--- src/rtl/seven_seg_pkg.sv ---
// Shared constants and types for the multiplexed 7-segment scan controller.
package seven_seg_pkg;

    // All segments off (active-low encoding {g,f,e,d,c,b,a}).
    localparam logic [6:0] SEG_BLANK = 7'h7F;

    // Active-low hex font, entry n is the segment pattern for nibble n.
    localparam logic [6:0] SEG_FONT [0:15] = '{
        7'h40, 7'h79, 7'h24, 7'h30, 7'h19, 7'h12, 7'h02, 7'h78,
        7'h00, 7'h10, 7'h08, 7'h03, 7'h46, 7'h21, 7'h06, 7'h0E
    };

    // Phase within one digit slot: blank dead time, then the PWM-lit part.
    typedef enum logic {
        PH_DEAD = 1'b0,
        PH_ON   = 1'b1
    } scan_phase_e;

endpackage

--- src/rtl/hex_to_seg7.sv ---
// Combinational nibble to active-low 7-segment pattern decoder.
module hex_to_seg7
    import seven_seg_pkg::*;
(
    input  logic [3:0] nibble,
    output logic [6:0] seg_n
);

    assign seg_n = SEG_FONT[nibble];

endmodule

--- src/rtl/seven_seg_scan_ctrl.sv ---
// Multiplexed common-anode 7-segment scan controller with shadow-buffered
// writes, frame-aligned swap, dead time, PWM brightness and leading-zero
// suppression. All display outputs are registered (one cycle of latency).
module seven_seg_scan_ctrl
    import seven_seg_pkg::*;
#(
    parameter int DIGITS   = 3,
    parameter int SCAN_DIV = 131072,
    parameter int DEAD     = 64,
    parameter int BRIGHT_W = 4
) (
    input  logic                  clk,
    input  logic                  resetn,
    input  logic                  wr_valid,
    output logic                  wr_ready,
    input  logic [4*DIGITS-1:0]   wr_data,
    input  logic [DIGITS-1:0]     wr_dp,
    input  logic                  wr_lz,
    input  logic [BRIGHT_W-1:0]   brightness,
    output logic [DIGITS-1:0]     ca,
    output logic [6:0]            seg,
    output logic                  dp,
    output logic                  frame_done
);

    localparam int CNT_W = (SCAN_DIV > 1) ? $clog2(SCAN_DIV) : 1;
    localparam int IDX_W = (DIGITS > 1) ? $clog2(DIGITS) : 1;

    // Scan counters
    logic [CNT_W-1:0]    cnt_q, cnt_d;
    logic [IDX_W-1:0]    idx_q, idx_d;
    logic [BRIGHT_W-1:0] pwm_cnt_q, pwm_cnt_d;
    logic [BRIGHT_W-1:0] bright_q, bright_d;

    // Active (displayed) and shadow (pending) value registers
    logic [4*DIGITS-1:0] act_data_q, act_data_d;
    logic [DIGITS-1:0]   act_dp_q, act_dp_d;
    logic                act_lz_q, act_lz_d;
    logic [4*DIGITS-1:0] sh_data_q, sh_data_d;
    logic [DIGITS-1:0]   sh_dp_q, sh_dp_d;
    logic                sh_lz_q, sh_lz_d;
    logic                pending_q, pending_d;

    // Registered pin drivers
    logic [DIGITS-1:0]   ca_q, ca_d;
    logic [6:0]          seg_q, seg_d;
    logic                dp_q, dp_d;
    logic                frame_done_q, frame_done_d;

    logic                slot_end;
    logic                frame_end;
    logic                wr_accept;
    logic                swap;
    logic [BRIGHT_W-1:0] bright_eff;
    logic                lit;
    scan_phase_e         phase;
    logic [6:0]          digit_seg [DIGITS];
    logic [DIGITS-1:0]   supp;
    logic                zero_run;
    logic [6:0]          sel_seg;
    logic                sel_dp;
    logic                sel_supp;

    // One decoder per digit of the active register.
    generate
        for (genvar gi = 0; gi < DIGITS; gi++) begin : g_dec
            hex_to_seg7 u_dec (
                .nibble (act_data_q[4*gi +: 4]),
                .seg_n  (digit_seg[gi])
            );
        end
    endgenerate

    assign slot_end  = (cnt_q == CNT_W'(SCAN_DIV - 1));
    assign frame_end = slot_end && (idx_q == IDX_W'(DIGITS - 1));
    assign wr_accept = wr_valid && !pending_q;
    assign swap      = frame_end && pending_q;

    // Slot/digit/PWM counters; brightness is captured at slot start so the
    // duty cycle cannot change in the middle of a slot.
    always_comb begin
        cnt_d     = cnt_q + CNT_W'(1);
        idx_d     = idx_q;
        pwm_cnt_d = pwm_cnt_q + BRIGHT_W'(1);
        bright_d  = bright_q;
        if (cnt_q == '0) begin
            bright_d = brightness;
        end
        if (slot_end) begin
            cnt_d     = '0;
            pwm_cnt_d = '0;
            idx_d     = frame_end ? '0 : idx_q + IDX_W'(1);
        end
    end

    // Shadow buffer handshake and frame-boundary swap into the active register.
    always_comb begin
        act_data_d   = act_data_q;
        act_dp_d     = act_dp_q;
        act_lz_d     = act_lz_q;
        sh_data_d    = sh_data_q;
        sh_dp_d      = sh_dp_q;
        sh_lz_d      = sh_lz_q;
        pending_d    = pending_q;
        frame_done_d = frame_end;
        if (swap) begin
            act_data_d = sh_data_q;
            act_dp_d   = sh_dp_q;
            act_lz_d   = sh_lz_q;
            pending_d  = 1'b0;
        end
        if (wr_accept) begin
            sh_data_d = wr_data;
            sh_dp_d   = wr_dp;
            sh_lz_d   = wr_lz;
            pending_d = 1'b1;
        end
    end

    // Leading-zero mask: a run of zero nibbles from the top digit down; digit 0 never blanks.
    always_comb begin
        supp     = '0;
        zero_run = act_lz_q;
        for (int i = DIGITS - 1; i >= 1; i--) begin
            zero_run = zero_run && (act_data_q[4*i +: 4] == 4'h0);
            supp[i]  = zero_run;
        end
    end

    // Next pin values from the current scan position (registered below).
    always_comb begin
        bright_eff = (cnt_q == '0) ? brightness : bright_q;
        phase      = (int'(cnt_q) < DEAD) ? PH_DEAD : PH_ON;
        lit        = (phase == PH_ON) && ((&bright_eff) || (pwm_cnt_q < bright_eff));
        sel_seg    = SEG_BLANK;
        sel_dp     = 1'b0;
        sel_supp   = 1'b0;
        ca_d       = '1;
        for (int i = 0; i < DIGITS; i++) begin
            if (idx_q == IDX_W'(i)) begin
                sel_seg  = digit_seg[i];
                sel_dp   = act_dp_q[i];
                sel_supp = supp[i];
                ca_d[i]  = !lit;
            end
        end
        seg_d = SEG_BLANK;
        dp_d  = 1'b1;
        if (lit) begin
            seg_d = sel_supp ? SEG_BLANK : sel_seg;
            dp_d  = !sel_dp;
        end
    end

    // State and output registers; asynchronous reset drops any pending value.
    always_ff @(posedge clk or negedge resetn) begin
        if (!resetn) begin
            cnt_q        <= '0;
            idx_q        <= '0;
            pwm_cnt_q    <= '0;
            bright_q     <= '0;
            act_data_q   <= '0;
            act_dp_q     <= '0;
            act_lz_q     <= 1'b0;
            sh_data_q    <= '0;
            sh_dp_q      <= '0;
            sh_lz_q      <= 1'b0;
            pending_q    <= 1'b0;
            ca_q         <= '1;
            seg_q        <= SEG_BLANK;
            dp_q         <= 1'b1;
            frame_done_q <= 1'b0;
        end else begin
            cnt_q        <= cnt_d;
            idx_q        <= idx_d;
            pwm_cnt_q    <= pwm_cnt_d;
            bright_q     <= bright_d;
            act_data_q   <= act_data_d;
            act_dp_q     <= act_dp_d;
            act_lz_q     <= act_lz_d;
            sh_data_q    <= sh_data_d;
            sh_dp_q      <= sh_dp_d;
            sh_lz_q      <= sh_lz_d;
            pending_q    <= pending_d;
            ca_q         <= ca_d;
            seg_q        <= seg_d;
            dp_q         <= dp_d;
            frame_done_q <= frame_done_d;
        end
    end

    assign wr_ready   = !pending_q;
    assign ca         = ca_q;
    assign seg        = seg_q;
    assign dp         = dp_q;
    assign frame_done = frame_done_q;

endmodule

--- config.mk ---
export PLATFORM = sky130hd
export DESIGN_NAME = seven_seg_scan_ctrl
export DESIGN_NICKNAME = d
export VERILOG_FILES = /design/src/rtl/seven_seg_pkg.sv /design/src/rtl/hex_to_seg7.sv /design/src/rtl/seven_seg_scan_ctrl.sv
export SDC_FILE = /design/constraint.sdc
export NUM_CORES = 1
export LEC_CHECK = 0
export BUFFER_PORTS_ARGS = -buffer_cell sky130_fd_sc_hd__buf_2
export CORE_ASPECT_RATIO = 0.5
export CORE_MARGIN = 10
export CORE_UTILIZATION = 55
export CTS_CLUSTER_DIAMETER = 50
export DETAILED_ROUTE_END_ITERATION = 16
export PLACE_DENSITY = 0.75
export SLEW_MARGIN = 20
export SYNTH_ARGS = -nofsm -noshare
export SYNTH_HDL_FRONTEND = slang
export SYNTH_SLANG_ARGS = --single-unit
--- constraint.sdc ---
create_clock -name clk -period 5.35 [get_ports clk]
set_clock_uncertainty 0.1 [all_clocks]
set_input_delay 0.535 -clock clk [delete_from_list [all_inputs] [get_ports clk]]
set_output_delay 0.535 -clock clk [all_outputs]
set_load 0.05 [all_outputs]
==> out/summary.txt, run 1 <==
Final Util - 0.648
Starting density of the core - 0.579
Htree depth - 3
Arrival @ worst endpoint - 2.97 ns
CTS tree - yes
Fin nets - 427
I/O Buffers - 35
WHS - 0.308 ns
Clk root buf - clkbuf_16
Static Leak - 2.01 nW
GRT Total Usage - 0.143
Layout fillers - 533
CTS Buf Count - 9
RSZ-0062 raised after global routing - no
Antenna-violating nets left - 0
R2R setup slack - 2.49 ns
Area delta synth->final - 12.0%
Max Cap Viol - 0
CP Max Fanout - 11
CP endpoint kind - flip-flop
Warnings, synthesis - 0
Final Hold Fails - 0
Final min period - 2.86 ns
TNS Setup - 0 ns
Final Cell Area - 0.00443 sq mm
CP Launch Type - flip-flop
Antenna Cells - 0
Wire length on met1 - 3520 um
Placement Cell Area - 0.00416 sq mm
Mapped Nets - 398
CP required - 5.46 ns
Drt pass-1 iters - 4
IR drop worst, VDD - 0.205 mV
Uppermost layer routed - met4
WL/cell - 16.1 um
Met3 routed WL - 335 um
# hold bufs at CTS - 0
Initial antenna violation count - 0
Setup violations, final - 0
CTS Sinks - 72
Slew Viols, Final - 0
Synth Register Bits - 72
Fmax - 350 MHz
Status - completed
First-pass GRT wire length - 13,100 um
Vias per cell - 5.62
DR iter-0 viols - 234
Die width - 140 um
Vias in the first global route - 2,757
# rows - 21
Synth Area per Inst - 11.3 sq um
Worst Hold Class - in2async
Worst-Skew Late Latency - 0.33 ns
PD cells - 257 mW/mm^2
Most common flop cell mapped by yosys - dfrtp_1
Die height - 79.9 um
Placer Congestion - 0.853
Met2 wire length - 3700 um
GRT Residual Overflow - 0
Top Ports - 36
WL final - 7660 um
Cts repair resizes - 0
Setup Crit Path Kind - reg2reg
Synth cell types - 57
DRC viols - 0
CTS clk-pin slew, worst paths - 0.05 ns
Post-Syn Instances - 351
Clock tree buffer depth - 2
Core ar. - 0.00683 sq mm
Via total after detailed routing - 2,683
HPWL Detailed - 5500 um
Register area share after synthesis - 0.459
Worst-Margin Slew - 0.873 ns
Layout cells sized above 1 - 0.309
Tcrit/Tclk final - 0.535
Largest net degree at the start of global routing - 73
Ys async rst share - 1.00
Post-Synthesis Cell Area - 0.00395 sq mm
EDFF count, synth - 0
Setup Buffers After CTS - 0
Die area - 0.0112 sq mm
Slew HR - 0.418
-- registers in the layout, indices dropped and copies added, names as in the netlist, 4 cells and up --
name        flops
bright_q        4
act_data_q     12
seg             7
sh_data_q      12
cnt_q          17
pwm_cnt_q       4
-- cell usage after synthesis, drive strengths merged, types with 2 or more instances --
cell type  number  share of area
mux4            2          0.011
nand2          18          0.019
o21ai           7         0.0089
or2             3         0.0047
o311ai          2         0.0044
dfrtp          61           0.39
mux2i           7          0.018
nand3          10          0.014
inv            14          0.013
o211ai          2         0.0038
clkbuf          7         0.0066
and4            3         0.0073
a21oi           9          0.011
nor4            3         0.0047
o2111ai         3         0.0066
a211oi          4         0.0076
a211o           2         0.0044
buf            13          0.019
nor2           29          0.028
and3            4         0.0066
nand4           6         0.0095
ha             24          0.076
nor2b          13          0.022
nand2b          6         0.0095
and2            5         0.0085
xor2           10          0.022
dfstp          11          0.073
a31o            3         0.0066
a31oi           2         0.0032
o31ai           5         0.0095
xnor2           3         0.0066
mux2           44           0.13
nor3            3         0.0038
-- worst max-delay path, stage by stage (launching register included) --
cell and delay [ns]:
dfrtp_1 0.43, nor4_1 0.29, nand3_1 0.18, nor2_2 0.34
mux2i_1 0.24, ha_1 0.25, a221oi_1 0.27, o211a_1 0.42
o311ai_0 0.23
-- logic make-up after synthesis --
group / Yosys count / share of synthesized area
buffers and inverters: 34 / 0.0393
DFF: 72 / 0.459
adders and majority gates: 24 / 0.0760
muxes: 53 / 0.164
xor gates and xnor gates: 13 / 0.0288
and+or+nand+nor: 106 / 0.144
AOI/OAI and AO/OA: 49 / 0.0883
-- power breakdown --
group / total, W / internal, W / switching (W)
Combinational: 0.0000374 / 0.0000197 / 0.0000177
Sequential: 0.000573 / 0.000563 / 0.00000960
Clock: 0.000526 / 0.000326 / 0.000200
-- metrics by stage --
stage          setup WS [ns]  power (W)  std cells
6_report                2.49    0.00114        477
5_1_grt                 2.21    0.00118        477
4_1_cts                 2.51    0.00115        477
3_5_place_dp            2.53   0.000620        461
3_3_place_gp            2.67   0.000616        461
2_1_floorplan           2.94   0.000595        351
-- worst paths after layout --
check                           cells past startpoint            to          from
worst max-delay path                                8        seg[3]      cnt_q[6]
worst min-delay path                                2  sh_data_q[8]        resetn
worst max register to register                      8        seg[3]      cnt_q[6]
worst min register to register                      1  pwm_cnt_q[0]  pwm_cnt_q[0]
max in group asynchronous                           2  pwm_cnt_q[0]        resetn
min in group clk                                    2     pending_q      wr_valid
-- cell usage in the layout, fill, tap and decap left out, drive strengths merged, types with 3 or more instances in the layout --
| master | netlist | routed |
|---|---|---|
| nand4 | 6 | 6 |
| xor2 | 10 | 10 |
| o2111ai | 3 | 3 |
| a211oi | 4 | 4 |
| ha | 24 | 24 |
| dfrtp | 61 | 61 |
| mux2i | 7 | 7 |
| and3 | 4 | 4 |
| nor2b | 13 | 13 |
| nand2 | 18 | 18 |
| buf | 13 | 38 |
| dfstp | 11 | 11 |
| nand2b | 6 | 6 |
| nor4 | 3 | 3 |
| or2 | 3 | 3 |
| a31o | 3 | 3 |
| o31ai | 5 | 5 |
| nor2 | 29 | 29 |
| o21ai | 7 | 7 |
| inv | 14 | 14 |
| mux2 | 44 | 44 |
| nor3 | 3 | 3 |
| clkbuf | 7 | 15 |
| nand3 | 10 | 10 |
| and4 | 3 | 3 |
| a21oi | 9 | 9 |
| xnor2 | 3 | 3 |
| and2 | 5 | 5 |
-- final cells by class --
| type | count | area [sq um] | area share |
|---|---|---|---|
| Multi-Input combinational cell | 245 | 1980 | 0.448 |
| Sequential cell | 72 | 1820 | 0.410 |
| Clock buffer | 15 | 258 | 0.0582 |
| Timing Repair Buffer | 38 | 198 | 0.0447 |
| Tap cell | 92 | 115 | 0.0260 |
| Inverter | 14 | 52.6 | 0.0119 |
| Clock inverter | 1 | 5.00 | 0.00113 |
-- metal layers --
layer / track usage / up-vias
li1: - / 1299
met1: 0.175 / 1324
met2: 0.229 / 51
met3: 0.0469 / 9
met4: 0.0615 / 0
met5: 0 / -
Note: power is estimated with default switching activity, not from simulation.
==> run 2, diff against run 1 <==
CORE_UTILIZATION = 54   (was 55)
PLACE_DENSITY = 0.76   (was 0.75)
clock period = 2.61 ns   (was 5.35 ns; I/O delays follow)
==> run 2 against run 1 <==
Against the previous run:
- core utilization up 1.9 points
- register-to-register slack worse by 2.5 ns
- flip-flop and latch count unchanged
- largest cell class unchanged
- highest routed layer unchanged
==> out/summary.txt, run 2 (same netlist as run 1, synthesis figures left out) <==
Status - completed
Setup Crit Path Kind - reg2reg
Fin nets - 435
Largest net degree at the start of global routing - 73
Vias per cell - 5.75
WL final - 8060 um
WL/cell - 16.6 um
Top Ports - 36
Worst-Skew Late Latency - 0.33 ns
Antenna Cells - 0
Worst Hold Class - in2async
Top Registers - cnt_q: 17 flops, act_data_q: 12 flops, sh_data_q: 12 flops
Max reg flops - 17
Reg-to-Reg End - ca[1]
CTS clk-pin slew, worst paths - 0.06 ns
TNS Setup - 0 ns
Placed Cells - 465
Layout cells sized above 1 - 0.344
Final min period - 2.60 ns
GRT Residual Overflow - 0
Tcrit/Tclk final - 0.998
Wire length on met1 - 3610 um
Largest Register - cnt_q
Final Hold Fails - 0
Clk root buf - clkbuf_16
CTS Sinks - 72
CP Max Fanout - 5
# hold bufs at CTS - 0
Arrival @ worst endpoint - 2.75 ns
Initial antenna violation count - 0
CTS tree - yes
Setup violations, final - 0
Slew Viols, Final - 0
I/O Buffers - 35
Die width - 141 um
HPWL Detailed - 5600 um
Clock tree buffer depth - 2
Commonest non-fill, non-tap cell in the layout - dfrtp_1
Uppermost layer routed - met4
CP Launch Type - flip-flop
Area delta synth->final - 16.2%
R2R setup slack - 0.006 ns
Met2 wire length - 3880 um
DR iter-0 viols - 241
Final non-filler cell total - 485
Static Leak - 2.09 nW
# rows - 21
Slew HR - 0.412
CTS Buf Count - 9
Antenna-violating nets left - 0
Reg2Reg Depth - 9
Max Cap Viol - 0
DRC viols - 0
CP endpoint kind - flip-flop
Commonest cells after routing, fill and taps aside - dfrtp_1 (60), buf_2 (35), mux2_2 (34)
First-pass GRT wire length - 13,400 um
Starting density of the core - 0.574
PD cells - 558 mW/mm^2
Final Util - 0.667
CP required - 2.76 ns
Worst-Margin Slew - 0.883 ns
Drt pass-1 iters - 5
Die height - 80.5 um
Vias in the first global route - 2,800
Die area - 0.0113 sq mm
Htree depth - 3
Core ar. - 0.00688 sq mm
RR Startpoint - cnt_q[9]
Fmax - 384 MHz
Layout fillers - 517
Placer Congestion - 0.859
IR drop worst, VDD - 0.451 mV
Met3 routed WL - 371 um
Via total after detailed routing - 2,787
GRT Total Usage - 0.144
==> run 2: cell count changes in the layout (fill, tap and decap cells not counted), sizes merged <==
cell,before,now
buf,38,45
clkbuf,15,12
bufinv,0,2
clkinv,1,0
clkinvlp,0,1
inv,14,15
o211a,1,2
==> run 2: area by class of cell <==
cell class              instances  area (sq um)  share of cell area
clock buffers                  12           246              0.0537
clock inverters                 4          76.3              0.0166
inverters                      14          52.6              0.0114
multi-input cells             246          2040               0.443
flip-flops and latches         72          1820               0.396
well taps                      92           115              0.0251
repair buffers                 45           250              0.0545
==> run 2: metrics by stage <==
stage	worst slack (ns)	hold WS (ns)	area [sq um]	power, W
after floorplan	0.198	-0.135	3950	0.00122
after global placement	0.140	0.356	4190	0.00126
after detailed placement	-0.0302	0.363	4190	0.00127
after CTS	0.0444	0.0515	4550	0.00258
after global routing	-0.0623	0.0526	4590	0.00263
final	0.00555	0.0186	4590	0.00256
==> run 2: how the worst max path moves through the flow <==
stage                   from              to  slack [ns]  depth (start not counted)
floorplan           cnt_q[2]  act_data_q[10]        0.20                         10
global placement    cnt_q[6]          seg[0]        0.14                          8
detailed placement  cnt_q[9]          seg[0]       -0.03                          8
CTS                 cnt_q[9]          seg[0]        0.04                          8
global route        cnt_q[9]           ca[1]       -0.06                          9
finish              cnt_q[9]           ca[1]       0.006                          9
==> run 2: routing by layer <==
metal | global-route usage | vias up
met5 | 0 | -
met4 | 0.0471 | 0
met3 | 0.0429 | 26
met2 | 0.247 | 80
met1 | 0.170 | 1369
li1 | - | 1312
==> run 2: critical path: stages (launching register included) <==
cell and delay, ns:
dfrtp_1 0.42, nor4_2 0.40, nand3_2 0.13, nor2_2 0.13, mux2i_1 0.26, ha_1 0.30, a221oi_4 0.29, o211a_2 0.30
buf_4 0.14, nand2_1 0.04
==> run 2: repair_timing <==
item                       CTS  global route
gates resized for setup      2             8
setup endpoints to repair    7            11
pin swaps                    2             4
buffers inserted             3             0
cloned                       1             0
==> run 2: power by group <==
part / internal (W) / leakage (nW) / switching, W / total, W
clock: 0.000866 / 0.153 / 0.000444 / 0.00131
combinational: 0.0000414 / 1.04 / 0.0000376 / 0.0000790
sequential: 0.00115 / 0.902 / 0.0000202 / 0.00117
